--- config.mk ---
export PLATFORM = sky130hd
export DESIGN_NAME = salsa_ks_xor
export DESIGN_NICKNAME = d
export VERILOG_FILES = /design/src/rtl/salsa_ks_xor.sv
export SDC_FILE = /design/constraint.sdc
export NUM_CORES = 1
export LEC_CHECK = 0
export BUFFER_PORTS_ARGS = -buffer_cell sky130_fd_sc_hd__buf_2
export CORE_AREA = 3 3 256 258
export CTS_CLUSTER_SIZE = 12
export DETAILED_ROUTE_END_ITERATION = 8
export DIE_AREA = 0 0 259 261
export SLEW_MARGIN = 10
export SYNTH_ARGS = -nofsm -noshare
export SYNTH_HDL_FRONTEND = slang
export SYNTH_SLANG_ARGS = --single-unit
export TNS_END_PERCENT = 30
--- constraint.sdc ---
create_clock -name clk -period 26.4 [get_ports clk]
set_input_delay 0 -clock clk [delete_from_list [all_inputs] [get_ports clk]]
set_output_delay 0 -clock clk [all_outputs]
set_load 0.05 [all_outputs]
--- src/rtl/salsa_ks_xor.sv ---
// ---------------------------------------------------------------------------
// salsa_ks_xor
//   Keystream combiner behind the Salsa20 core. Holds one 512-bit keystream
//   block, XORs it word by word into the data stream under valid/ready
//   handshakes and owns the 64-bit block counter that upstream uses to build
//   the next core input. Encryption and decryption are the same operation.
//
// Ports
//   clk, rst_n        rising-edge clock, asynchronous active-low reset
//   msg_start         abort message: counter to 0, drop buffered block
//   ks_block[512:1]   keystream block, word i = ks_block[DATA_W*(i+1):DATA_W*i+1]
//   ks_valid/ks_ready keystream block handshake (ready while buffer empty)
//   blk_cnt           counter value upstream must use for the next block
//   in_data/in_last   input word and end-of-message flag
//   in_valid/in_ready input word handshake
//   out_data/out_last registered XOR result and copy of in_last
//   out_valid/out_ready output word handshake
//   ctr_wrap          sticky flag: blk_cnt rolled over (keystream reuse)
// ---------------------------------------------------------------------------
module salsa_ks_xor #(
   parameter int DATA_W = 32,
   parameter int CTR_W  = 64
) (
   input  logic              clk,
   input  logic              rst_n,
   input  logic              msg_start,
   input  logic [512:1]      ks_block,
   input  logic              ks_valid,
   output logic              ks_ready,
   output logic [CTR_W-1:0]  blk_cnt,
   input  logic [DATA_W-1:0] in_data,
   input  logic              in_last,
   input  logic              in_valid,
   output logic              in_ready,
   output logic [DATA_W-1:0] out_data,
   output logic              out_last,
   output logic              out_valid,
   input  logic              out_ready,
   output logic              ctr_wrap
);

   localparam int NW    = 512 / DATA_W;
   localparam int IDX_W = (NW > 1) ? $clog2(NW) : 1;
   localparam logic [IDX_W-1:0] LAST_IDX = IDX_W'(NW - 1);

   typedef enum logic {
      S_EMPTY = 1'b0,
      S_FULL  = 1'b1
   } state_t;

   state_t            r_state;
   state_t            w_state_nxt;

   logic [DATA_W-1:0] r_ks_word [NW];
   logic [IDX_W-1:0]  r_idx;
   logic [CTR_W-1:0]  r_blk_cnt;
   logic [DATA_W-1:0] r_out_data;
   logic              r_out_last;
   logic              r_out_valid;
   logic              r_ctr_wrap;

   logic              w_ks_ready;
   logic              w_in_ready;
   logic              w_ks_xfer;
   logic              w_in_xfer;
   logic              w_exhaust;
   logic [DATA_W-1:0] w_ks_sel;

   assign w_ks_sel = r_ks_word[r_idx];

   // Handshake decode and next state. msg_start overrides everything: the
   // block port reads as ready but nothing is accepted in that cycle.
   always_comb begin
      w_state_nxt = r_state;
      w_ks_ready  = 1'b0;
      w_in_ready  = 1'b0;
      w_ks_xfer   = 1'b0;
      w_in_xfer   = 1'b0;
      w_exhaust   = 1'b0;
      if (msg_start) begin
         w_ks_ready  = 1'b1;
         w_state_nxt = S_EMPTY;
      end else begin
         case (r_state)
            S_EMPTY: begin
               w_ks_ready = 1'b1;
               w_ks_xfer  = ks_valid;
               if (ks_valid) begin
                  w_state_nxt = S_FULL;
               end
            end
            S_FULL: begin
               // single output register without skid buffer
               w_in_ready = !r_out_valid || out_ready;
               w_in_xfer  = in_valid && w_in_ready;
               // a message end also retires the block: no message starts mid-block
               w_exhaust  = w_in_xfer && ((r_idx == LAST_IDX) || in_last);
               if (w_exhaust) begin
                  w_state_nxt = S_EMPTY;
               end
            end
            default: w_state_nxt = S_EMPTY;
         endcase
      end
   end

   // Stage p0 -> buffer: keystream words captured on block acceptance.
   always_ff @(posedge clk) begin
      if (w_ks_xfer) begin
         for (int i = 0; i < NW; i++) begin
            r_ks_word[i] <= ks_block[DATA_W*i+1 +: DATA_W];
         end
      end
   end

   // Stage buffer -> p1: word index, counter, output register.
   always_ff @(posedge clk or negedge rst_n) begin
      if (!rst_n) begin
         r_state     <= S_EMPTY;
         r_idx       <= '0;
         r_blk_cnt   <= '0;
         r_out_data  <= '0;
         r_out_last  <= 1'b0;
         r_out_valid <= 1'b0;
         r_ctr_wrap  <= 1'b0;
      end else begin
         r_state <= w_state_nxt;
         if (msg_start) begin
            r_idx       <= '0;
            r_blk_cnt   <= '0;
            r_out_valid <= 1'b0;
         end else begin
            if (w_ks_xfer) begin
               r_idx <= '0;
            end else if (w_exhaust) begin
               r_idx     <= '0;
               r_blk_cnt <= r_blk_cnt + CTR_W'(1);
               // sticky until reset; msg_start deliberately leaves it set
               if (&r_blk_cnt) begin
                  r_ctr_wrap <= 1'b1;
               end
            end else if (w_in_xfer) begin
               r_idx <= r_idx + IDX_W'(1);
            end

            if (w_in_xfer) begin
               r_out_data  <= in_data ^ w_ks_sel;
               r_out_last  <= in_last;
               r_out_valid <= 1'b1;
            end else if (r_out_valid && out_ready) begin
               r_out_valid <= 1'b0;
            end
         end
      end
   end

   assign ks_ready  = w_ks_ready;
   assign in_ready  = w_in_ready;
   assign blk_cnt   = r_blk_cnt;
   assign out_data  = r_out_data;
   assign out_last  = r_out_last;
   assign out_valid = r_out_valid;
   assign ctr_wrap  = r_ctr_wrap;

endmodule

* After elaboration in Yosys (flattened, before gate mapping) *
Memory sizes are Yosys's and may differ from the RTL's.
Cells that the tools add are included.

word-level totals
  input port bits = 551
  memories = 1
  memory bits (writable) = 512
  output and inout port bits = 101
  word-level logic and storage cells = 54
  register bits = 104

operators by class
  eq/ne operators = 2
  reductions and logical operators = 12
  muxes and demuxes = 26
  bitwise logic cells = 4
  $add $sub $neg = 2

memories
  name       depth  bits a word  read ports  clocked after Yosys merged registers in  write ports  RTL line  text
  r_ks_word  16     32           1           0                                        16           54        logic [DATA_W-1:0] r_ks_word [NW];

operator list
  operator                                                         count
  64-bit two-way mux                                               3
  67-bit AND reduction                                             1
  64-bit by 1-bit adder with 64-bit output, second input constant  1
  32-bit XOR                                                       1
  1-bit two-way mux                                                18
  4-bit two-way mux                                                4
  4-bit by 1-bit adder with 4-bit output, second input constant    1
  4-bit == test, second input constant                             1
  2-bit AND reduction                                              2
  4-bit nonzero test                                               1
  1-bit logical AND                                                3
  1-bit inverter                                                   3
  3-bit nonzero test                                               1
  1-bit logical OR                                                 2
  2-bit != test, second input constant                             1
  1-bit one-hot mux with 2 select lines                            1
  2-bit nonzero test                                               1
  1-bit zero test                                                  1

* Logic depth before layout (Yosys ltp) *
Gate-level depths: netlist of the first run.

  word-level depth = 9
  depth in mapped cells = 8
  mapped depth without buffers = 6

* Worst setup path before layout of the first run *
No wires, ideal clock.

  kind = register -> register
  start = reg r_state
  end = mem r_ks_word[0][0], enable pin
  stages on the path, launching flop included = 3
  library setup time = 1.397 ns
  data required time = 25.003 ns
  path buffers = 0
  slack = 3.272 ns
  arrival = 21.731 ns
  clock period less this slack = 23.128 ns
  cell sequence = dfrtp_1 nand2b_1 nor2_1

RTL lines
  item                      RTL line  text
  start: declaration        51        state_t r_state;
  start signal: assignment  127       r_state <= w_state_nxt;
  end: declaration          54

==> impl_metrics.py, run 1 <==
metrics = {
    "routing": {
        "drt-initial-drc-count": 1625,
        "via_per_inst": 5.24,
        "routed-via-count": 19400,
        "drc": 0,
        "wl_per_cell_um": 23.3,
        "first_pass_iters": 7,
        "routed_wl_mm": 86.2,
        "postRouteAntennaNets": 0,
    },
    "floorplanning": {
        "rows": 92,
        "die_h_um": 261,
        "pin_count": 652,
        "dieArea_um2": 67600,
        "die_w_um": 259,
        "start_util_pct": 39.4,
        "core-area_um2": 63200,
    },
    "clock_network": {
        "worstSkewPairLatency_ns": 0.60,
        "cts.root.buffer_cell": "clkbuf_16",
        "cts.sinks": 616,
        "cts_setup_buffers": 0,
        "cts_tree": "done",
        "cts.path.max_buffers": 3,
        "h-tree-depth": 3,
        "holdBufCountCts": 550,
        "cts_made_buffers": 69,
        "cts_resized": 0,
        "cts.clk_slew.worst_paths_ns": 0.06,
    },
    "run_status": {
        "status": "finished clean",
    },
    "timing": {
        "fin_hold_ws_ns": 0.00188,
        "fin_skew_ns": 0.0195,
        "min_period_over_period_pct": 14.9,
        "max_slew_margin_pct": 20.6,
        "fmax_mhz": 255,
        "finalSetupViolations": 0,
        "tightestPinTransition_ns": 1.19,
        "finalSetupTns_ns": 0,
        "slew_viol_final": 0,
        "rsz0062_at_grt": "false",
        "hold_viol_final": 0,
        "fin_crit_ns": 3.92,
        "fin_ws_ns": 22.48,
    },
    "grt": {
        "grt_usage_pct": 24.7,
        "grt_pass1_vias": 20400,
        "overflow": 0,
        "gr-usage-met3_pct": 6.17,
        "grt_max_degree": 174,
        "antenna_found_initial": 31,
        "grt.busiest_layer": "met2",
        "grt_pass1_wl_mm": 125,
        "met1_usage_pct": 29.0,
        "use_met2_pct": 43.1,
    },
    "yosys": {
        "synth_common_cells": "512 x edfxtp_1, 256 x mux2i_1, 104 x dfrtp_1",
        "ys_seq_elements": 616,
        "synth_top_area_share_pct": 61.8,
        "avgSynthCellArea_um2": 15.9,
        "syn_nets": 2121,
        "synthCells": 1568,
        "synth_edf_count": 512,
        "synth_top_area_cell": "edfxtp_1",
        "synth_cell_types": 47,
        "syn_area_um2": 24900,
        "yosysWarnings": 0,
        "synth.area.top_cells": "edfxtp_1 62%, dfrtp_1 10%, mux2i_1 10%, a22oi_1 2.9%, xor2_1 1.6%",
        "ys.flop_type": "edfxtp_1",
        "synth_most_common_cell": "edfxtp_1",
        "synthArstFlopShare_pct": 16.9,
        "ys_seq_area_share_pct": 72.3,
    },
    "critical_path": {
        "cpMostUsedCell": "buf_4",
        "timing.critical_path.arrival_ns": 4.14,
        "slowest_delay_ns": 1.04,
        "cp_cell_sequence": "nand2b_1 -> nor2_4 -> buf_12 -> buf_4 -> buf_4",
        "required_ns": 26.62,
        "slowest_stage": "buf_4",
        "critPathKind": "reg -> reg",
        "cp_max_fo": 173,
        "cp-end-kind": "flop",
        "worstSetupStartpointType": "flop",
    },
    "finish": {
        "drive_above_1_share_pct": 27.7,
        "postLayoutCellArea_um2": 36800,
        "nets": 3319,
        "syn_to_final_growth_pct": 47.9,
        "fin_util_pct": 58.2,
        "nFillCells": 4835,
    },
    "pwr": {
        "powerDensity_nw_per_um2": 63.2,
        "peakVddDrop_mv": 0.0556,
        "leakagePower_nw": 13.7,
    },
    "placed_design": {
        "post_dp_cell_area_um2": 29000,
        "io_buffers": 651,
        "dpl_worst_slack_ns": 22.46,
        "place_congestion": 0.820,
        "dp_hpwl_mm": 56.0,
    },
    "flow_run": {
        "drv_cap": 0,
    },
    "hold_path": {
        "hold_class": "in -> async",
    },
}
layer usage:
layer / part of all wire [%] / vias to the layer above
met3: 6.8 / 234
met4: 4.2 / 14
met5: 0.10 / -
met1: 37 / 9523
li1: - / 8688
met2: 52 / 902
final timing paths:
kind	from	end	slack [ns]	depth (start not counted)
worst max-delay path	r_state	r_ks_word[12][14]	22.48	5
worst min-delay path	rst_n	blk_cnt[29]	0.002	2
worst max register to register	r_state	r_ks_word[12][14]	22.48	5
worst min register to register	out_data[16]	out_data[16]	0.48	2
max in group asynchronous	rst_n	r_idx[1]	24.92	3
min in group clk	msg_start	blk_cnt[5]	0.04	3
area by class of cell:
type | instances | area, um2 | share of cell area [%]
Sequential cell | 616 | 18000 | 48.9
Inverter | 11 | 41.3 | 0.112
Clock buffer | 102 | 1890 | 5.14
Multi-Input combinational cell | 851 | 6500 | 17.7
Tap cell | 846 | 1060 | 2.88
Clock inverter | 22 | 314 | 0.854
Antenna cell | 28 | 70.1 | 0.191
Timing Repair Buffer | 1217 | 8910 | 24.2
per-stage QoR:
stage	cells	power (W)
floorplan	1568	0.00126
global placement	2991	0.00132
detailed placement	2991	0.00133
CTS	3665	0.00234
global route	3684	0.00240
finish	3693	0.00233
registers in the layout (all words and copies together), names as in the netlist:
name,cells
out_valid,1
r_ks_word,512
out_last,1
r_state,1
ctr_wrap,1
blk_cnt,64
out_data,32
r_idx,4
worst max-delay path: cells and delay by family, from the launching register on:
kind	cells	cell delay [ns]
DFF	1	0.41
and+or+nand+nor	2	0.34
buffers and inverters	3	2.59
placed cells by master, fill, tap and decap left out, types with 4 or more instances in the layout:
master         instances
bufinv_16              5
buf_2                650
or3_1                 12
nand4_1               31
nand2_1               61
clkbuf_1              30
o31ai_1               26
inv_1                 11
nand4b_1               5
clkinv_1               4
diode_2               28
clkinv_2               6
o21ai_0               49
a22oi_1               96
mux2i_1              256
dlygate4sd3_1        550
nor2_1                39
a221oi_1              32
nand3_1               27
xor2_1                45
buf_4                 15
nor3_1                 5
edfxtp_1             512
nand2b_1               5
a32oi_1               32
a21oi_1               47
dfrtp_1              102
nor4_1                 7
and3_1                 7
or4_1                 26
clkbuf_16             70
xnor2_1                7
power breakdown:
group          internal [W]  switching [W]
combinational      0.000109       0.000144
sequential          0.00111      0.0000185
clock              0.000552       0.000393
cells by family (layout without fill, tap and decap cells):
logic type,after synthesis,count (layout),synth area share (%)
and+or+nand+nor,250,250,5.58
other,0,28,0
DFF,616,616,72.3
muxes,258,258,10.4
adders and majority gates,2,2,0.101
AOI/OAI and AO/OA,289,289,8.09
xor gates and xnor gates,52,52,1.83
buffers and inverters,101,1352,1.72
(Power assumes the default switching activity.)
==> run 2: changes to the inputs <==
==> constraint.sdc (replaced) <==
create_clock -name clk -period 3.9 [get_ports clk]
set_input_delay 0 -clock clk [delete_from_list [all_inputs] [get_ports clk]]
set_output_delay 0 -clock clk [all_outputs]
set_load 0.05 [all_outputs]
==> run 2 against run 1 <==
  * Combinational power grew to 6.9 times the previous value
  * Register-to-register slack lost 21 ns
  * Cell count grew 0.24%
  * Highest routed layer unchanged
  * Sequential cell count is the same
  * Clock-buffer cell count grew 2
  * Hold slack gained 0.086 ns
  * Non-clock buffer count grew 12
  * Die area is the same
  * Total power grew to 6.8 times the previous value
  * Worst setup slack lost 21 ns
  * Sequential power grew to 6.7 times the previous value
==> impl_metrics.py, run 2 (same netlist as run 1, synthesis figures left out) <==
metrics = {
    "run_status": {
        "status": "finished clean",
    },
    "pwr": {
        "leakagePower_nw": 13.8,
        "power_frac_comb_pct": 11.1,
        "powerDensity_nw_per_um2": 426,
        "p_switching_w": 0.00381,
        "p_clk_share_pct": 40.5,
        "power.internal_w": 0.0119,
        "seq_power_share_pct": 48.4,
        "peakVddDrop_mv": 0.395,
        "netSwitchingFraction_pct": 24.2,
    },
    "finish": {
        "fin_util_pct": 58.5,
        "syn_to_final_growth_pct": 48.5,
        "drive_above_1_share_pct": 28.1,
        "largest_register_ffs": 512,
        "final_cell_mix": "650 x buf_2, 552 x dlygate4sd3_1, 512 x edfxtp_1",
        "nets": 3332,
        "final_common_cell": "buf_2",
        "instances_no_fill": 3702,
        "postLayoutCellArea_um2": 36900,
        "largest-register": "r_ks_word",
    },
    "floorplanning": {
        "dieArea_um2": 67600,
        "die_h_um": 261,
        "core-area_um2": 63200,
        "die_w_um": 259,
        "pin_count": 652,
        "start_util_pct": 39.4,
        "rows": 92,
    },
    "grt": {
        "antenna_found_initial": 29,
        "grt_max_degree": 121,
        "grt_pass1_wl_mm": 125,
        "grt_pass1_vias": 20300,
        "grt_usage_pct": 25.0,
        "overflow": 0,
    },
    "placed_design": {
        "dpl_worst_slack_ns": 1.10,
        "io_buffers": 651,
        "place_congestion": 0.864,
        "place_inst": 3000,
        "post_dp_cell_area_um2": 29100,
        "dp_hpwl_mm": 56.4,
    },
    "timing": {
        "min_period_over_period_pct": 73.2,
        "rsz0062_at_grt": "false",
        "tightestPinTransition_ns": 1.15,
        "fin_crit_ns": 2.85,
        "finalSetupTns_ns": 0,
        "max_slew_margin_pct": 23.4,
        "fmax_mhz": 351,
        "finalSetupViolations": 0,
        "fin_skew_ns": 0.0347,
        "hold_viol_final": 0,
        "slew_viol_final": 0,
        "fin_ws_ns": 1.05,
    },
    "routing": {
        "routed-via-count": 19400,
        "postRouteAntennaNets": 0,
        "drt-met1-wl_mm": 32.2,
        "route.met3.wl_mm": 6.71,
        "first_pass_iters": 5,
        "top_layer_used": "met5",
        "wl_per_cell_um": 23.7,
        "via_per_inst": 5.23,
        "met2WireLength_mm": 44.7,
        "routed_wl_mm": 87.8,
        "drc": 0,
        "drt-initial-drc-count": 1829,
    },
    "critical_path": {
        "cp_cell_sequence": "ha_1 -> a31o_2 -> a31o_2 -> nand4_1 -> or4_1 -> a21oi_1",
        "cpMostUsedCell": "a31o_2",
        "timing.critical_path.arrival_ns": 3.35,
        "worstSetupStartpointType": "flop",
        "cp-end-kind": "flop",
        "cp_max_fo": 18,
        "required_ns": 4.40,
        "slowest_delay_ns": 0.70,
        "slowest_stage": "or4_1",
        "critPathKind": "reg -> reg",
    },
    "clock_network": {
        "cts.path.max_buffers": 3,
        "worstSkewPairLatency_ns": 0.62,
        "h-tree-depth": 3,
        "cts_setup_buffers": 0,
        "cts_made_buffers": 70,
        "cts.clk_slew.worst_paths_ns": 0.07,
        "cts_tree": "done",
        "cts.sinks": 616,
        "cts.root.buffer_cell": "clkbuf_16",
    },
    "flow_run": {
        "drv_cap": 0,
    },
    "hold_path": {
        "hold_class": "in -> reg",
    },
}
==> run 2: layout make-up <==
type | count | area (um2)
clock inverter | 21 | 199
clock buffer | 104 | 2010
tap | 846 | 1060
timing repair buffer | 1229 | 9080
multi-input combinational | 851 | 6510
fill | 4778 | 26300
antenna | 24 | 60.1
sequential | 616 | 18000
inverter | 11 | 41.3
==> run 2: worst paths after layout <==
kind,from,endpoint,slack (ns),depth (start not counted)
setup / recovery,r_idx[1],blk_cnt[61],1.05,6
hold / removal,ks_block[83],r_ks_word[2][18],0.09,2
setup reg to reg,r_idx[1],blk_cnt[61],1.05,6
hold reg to reg,out_data[3],out_data[3],0.48,2
max in group asynchronous,rst_n,out_data[8],2.44,4
min in group asynchronous,rst_n,out_data[21],0.41,3
==> run 2: timing repair <==
| item | 4_1_cts | 5_1_grt |
|---|---|---|
| gates resized for setup | 0 | 0 |
| hold buffers | 553 | 0 |
| endpoints found under the hold margin | 618 | 0 |
==> run 2: power groups by stage <==
stage | combinational [W] | sequential [W] | clock, W
final | 0.00175 | 0.00762 | 0.00637
after global placement | 0.00123 | 0.00773 | 0
after global routing | 0.00184 | 0.00764 | 0.00675
after floorplan | 0.000294 | 0.00812 | 0
after CTS | 0.00173 | 0.00761 | 0.00642
after detailed placement | 0.00125 | 0.00774 | 0
==> run 2: per-layer routing <==
metal / vias up / GRT usage [%]
met4: 16 / 11.6
met2: 963 / 43.5
met3: 252 / 6.71
met1: 9423 / 28.8
li1: 8700 / -
met5: - / 0
==> run 2: stage by stage <==
stage	hold WS, ns	total power, W
global route	0.0659	0.0162
global placement	0.0742	0.00897
detailed placement	0.0886	0.00899
finish	0.0876	0.0157
CTS	0.0504	0.0158
floorplan	-0.296	0.00841
==> run 2: critical path, delay by kind of cell (launching register included) <==
kind	cells	cell delay, ns
simple gates	2	1.25
flops	1	0.65
compound gates	3	0.57
fa+ha+maj	1	0.29
==> run 3: changes to the inputs <==
--- a/config.mk
+++ b/config.mk
@@ -6,10 +6,11 @@
 export NUM_CORES = 1
 export LEC_CHECK = 0
 export BUFFER_PORTS_ARGS = -buffer_cell sky130_fd_sc_hd__buf_2
-export CORE_AREA = 3 3 256 258
+export CORE_AREA = 3 3 253 255
 export CTS_CLUSTER_SIZE = 12
 export DETAILED_ROUTE_END_ITERATION = 8
-export DIE_AREA = 0 0 259 261
+export DIE_AREA = 0 0 256 258
+export PLACE_DENSITY = 0.66
 export SLEW_MARGIN = 10
 export SYNTH_ARGS = -nofsm -noshare
 export SYNTH_HDL_FRONTEND = slang
==> constraint.sdc (replaced) <==
create_clock -name clk -period 2.4 [get_ports clk]
set_input_delay 0 -clock clk [delete_from_list [all_inputs] [get_ports clk]]
set_output_delay 0 -clock clk [all_outputs]
set_load 0.05 [all_outputs]
==> run 3 against run 2 <==
  * The flow now finishes with violations (negative setup slack)
  * Wire length up 7.6%
  * First-iteration DRC count increased by 18%
  * Clock-buffer cell count shrank 16
  * Hold slack worse by 0.021 ns
  * Non-clock buffer count increased by 51
==> impl_metrics.py, run 3 (same netlist as run 1, synthesis figures left out) <==
metrics = {
    "run_status": {
        "status": "finished with violations",
        "violations": "negative setup slack",
    },
    "hold_path": {
        "hold_class": "in -> reg",
        "hold_start": "ks_block[214]",
    },
    "pwr": {
        "leakagePower_nw": 14.1,
        "p_total_w": 0.0259,
        "powerDensity_nw_per_um2": 687,
        "peakVddDrop_mv": 0.680,
    },
    "grt": {
        "grt_pass1_vias": 21700,
        "grt_pass1_wl_mm": 135,
        "antenna_found_initial": 33,
        "overflow": 0,
        "grt_usage_pct": 27.2,
        "grt_max_degree": 68,
    },
    "clock_network": {
        "cts.clk_slew.worst_paths_ns": 0.06,
        "h-tree-depth": 3,
        "cts_made_buffers": 69,
        "cts.sinks": 616,
        "cts.root.buffer_cell": "clkbuf_16",
        "cts.path.max_buffers": 3,
        "cts_setup_buffers": 0,
        "worstSkewPairLatency_ns": 0.63,
        "cts_tree": "done",
    },
    "finish": {
        "instances_no_fill": 3749,
        "nets": 3382,
        "fin_util_pct": 61.0,
        "largest_register_ffs": 512,
        "final_common_cell": "buf_2",
        "syn_to_final_growth_pct": 51.5,
        "drive_above_1_share_pct": 29.6,
        "largest-register": "r_ks_word",
        "final_cell_mix": "650 x buf_2, 554 x dlygate4sd3_1, 512 x edfxtp_1",
    },
    "critical_path": {
        "timing.critical_path.arrival_ns": 2.87,
        "worstSetupStartpointType": "flop",
        "slowest_delay_ns": 0.42,
        "required_ns": 2.83,
        "crit_buf_inv": 2,
        "startpoint": "r_idx[1]",
        "cp-end-kind": "flop",
        "cp_max_fo": 59,
        "cp_cell_sequence": "buf_12 -> buf_16 -> mux2i_4 -> a22oi_1 -> a32oi_1 -> xor2_1 -> o21ai_1",
        "critPathKind": "reg -> reg",
        "crit_family": "compound AO/OA/AOI/OAI gates",
        "crit-reg2reg-launch": "r_idx[1]",
        "slowest_stage": "dfrtp_4",
    },
    "routing": {
        "wl_per_cell_um": 25.2,
        "first_pass_iters": 6,
        "routed_wl_mm": 94.5,
        "routed-via-count": 20600,
        "drc": 0,
        "via_per_inst": 5.49,
        "drt-initial-drc-count": 2151,
        "postRouteAntennaNets": 0,
    },
    "floorplanning": {
        "die_w_um": 256,
        "die_h_um": 258,
        "dieArea_um2": 66000,
        "start_util_pct": 40.2,
        "pin_count": 652,
        "core-area_um2": 61800,
        "rows": 91,
    },
    "timing": {
        "tightestPinTransition_ns": 0.849,
        "max_slew_margin_pct": 43.2,
        "hold_viol_final": 0,
        "slew_viol_final": 0,
        "fmax_mhz": 411,
        "fin_ws_ns": -0.0348,
        "rsz0062_at_grt": "true",
        "finalSetupViolations": 1,
        "min_period_over_period_pct": 101,
        "fin_crit_ns": 2.43,
        "fin_skew_ns": 0.0473,
    },
    "placed_design": {
        "dp_hpwl_mm": 57.5,
        "place_inst": 3041,
        "io_buffers": 651,
        "place_congestion": 0.894,
    },
    "flow_run": {
        "drv_cap": 0,
    },
}
run 3: cell count changes in the layout (fill, tap and decap cells not counted), sizes merged, moves of 2 or more:
cell         change
clkinv          +11
buf             +49
dlygate4sd3      +2
clkinvlp         -2
diode           +11
clkbuf          -16
bufinv           +2
run 3: final cells by class:
| class | instances | area (um2) |
|---|---|---|
| clock buffer | 88 | 1860 |
| inverter | 11 | 41.3 |
| multi-input combinational | 851 | 6580 |
| clock inverter | 31 | 349 |
| fill | 4370 | 24100 |
| antenna | 35 | 87.6 |
| timing repair buffer | 1280 | 9740 |
| tap | 837 | 1050 |
| sequential | 616 | 18000 |
run 3: metal layers:
layer | up-vias | wire length (um) | GRT usage [%]
met5 | - | 58 | 0
met4 | 10 | 5640 | 14.7
met3 | 373 | 8540 | 6.74
met2 | 1447 | 47000 | 46.5
met1 | 9979 | 33300 | 31.8
li1 | 8790 | - | -
run 3: final timing paths:
check / to / slack (ns) / cells after the start
setup / recovery: out_data[18] / -0.03 / 7
hold / removal: r_ks_word[6][21] / 0.07 / 2
setup reg to reg: out_data[18] / -0.03 / 7
hold reg to reg: out_data[1] / 0.48 / 2
max in group asynchronous: blk_cnt[54] / 0.69 / 4
min in group asynchronous: blk_cnt[11] / 0.49 / 4
run 3: worst reg2reg max path: stages (launching register included):
cell and delay [ns]:
dfrtp_4 0.42, buf_12 0.17, buf_16 0.36, mux2i_4 0.41, a22oi_1 0.13, a32oi_1 0.35, xor2_1 0.27, o21ai_1 0.17
run 3: per-stage QoR:
stage	worst slack, ns	cell area, um2	TNS, ns	hold WS [ns]
after floorplan	-6.12	24900	-3134.26	-0.296
after global placement	0.0803	29700	0	-0.104
after detailed placement	-0.0159	29700	-0.0159	-0.0963
after CTS	0.0503	37500	0	0.0424
after global routing	-0.0515	37700	-0.183	0.0450
final	-0.0348	37700	-0.0348	0.0663
run 3: repair_timing:
item	CTS	global route
hold endpoints to repair	665	0
hold buffers	554	0
gates resized for setup	1	19
setup endpoints to repair	1	17
pin swaps	0	2
cloned	0	0
run 3: where the power goes:
group / leakage (nW) / switching (W) / internal, W
clock network: 1.07 / 0.00463 / 0.00588
registers: 6.15 / 0.000239 / 0.0122
logic: 6.93 / 0.00169 / 0.00127
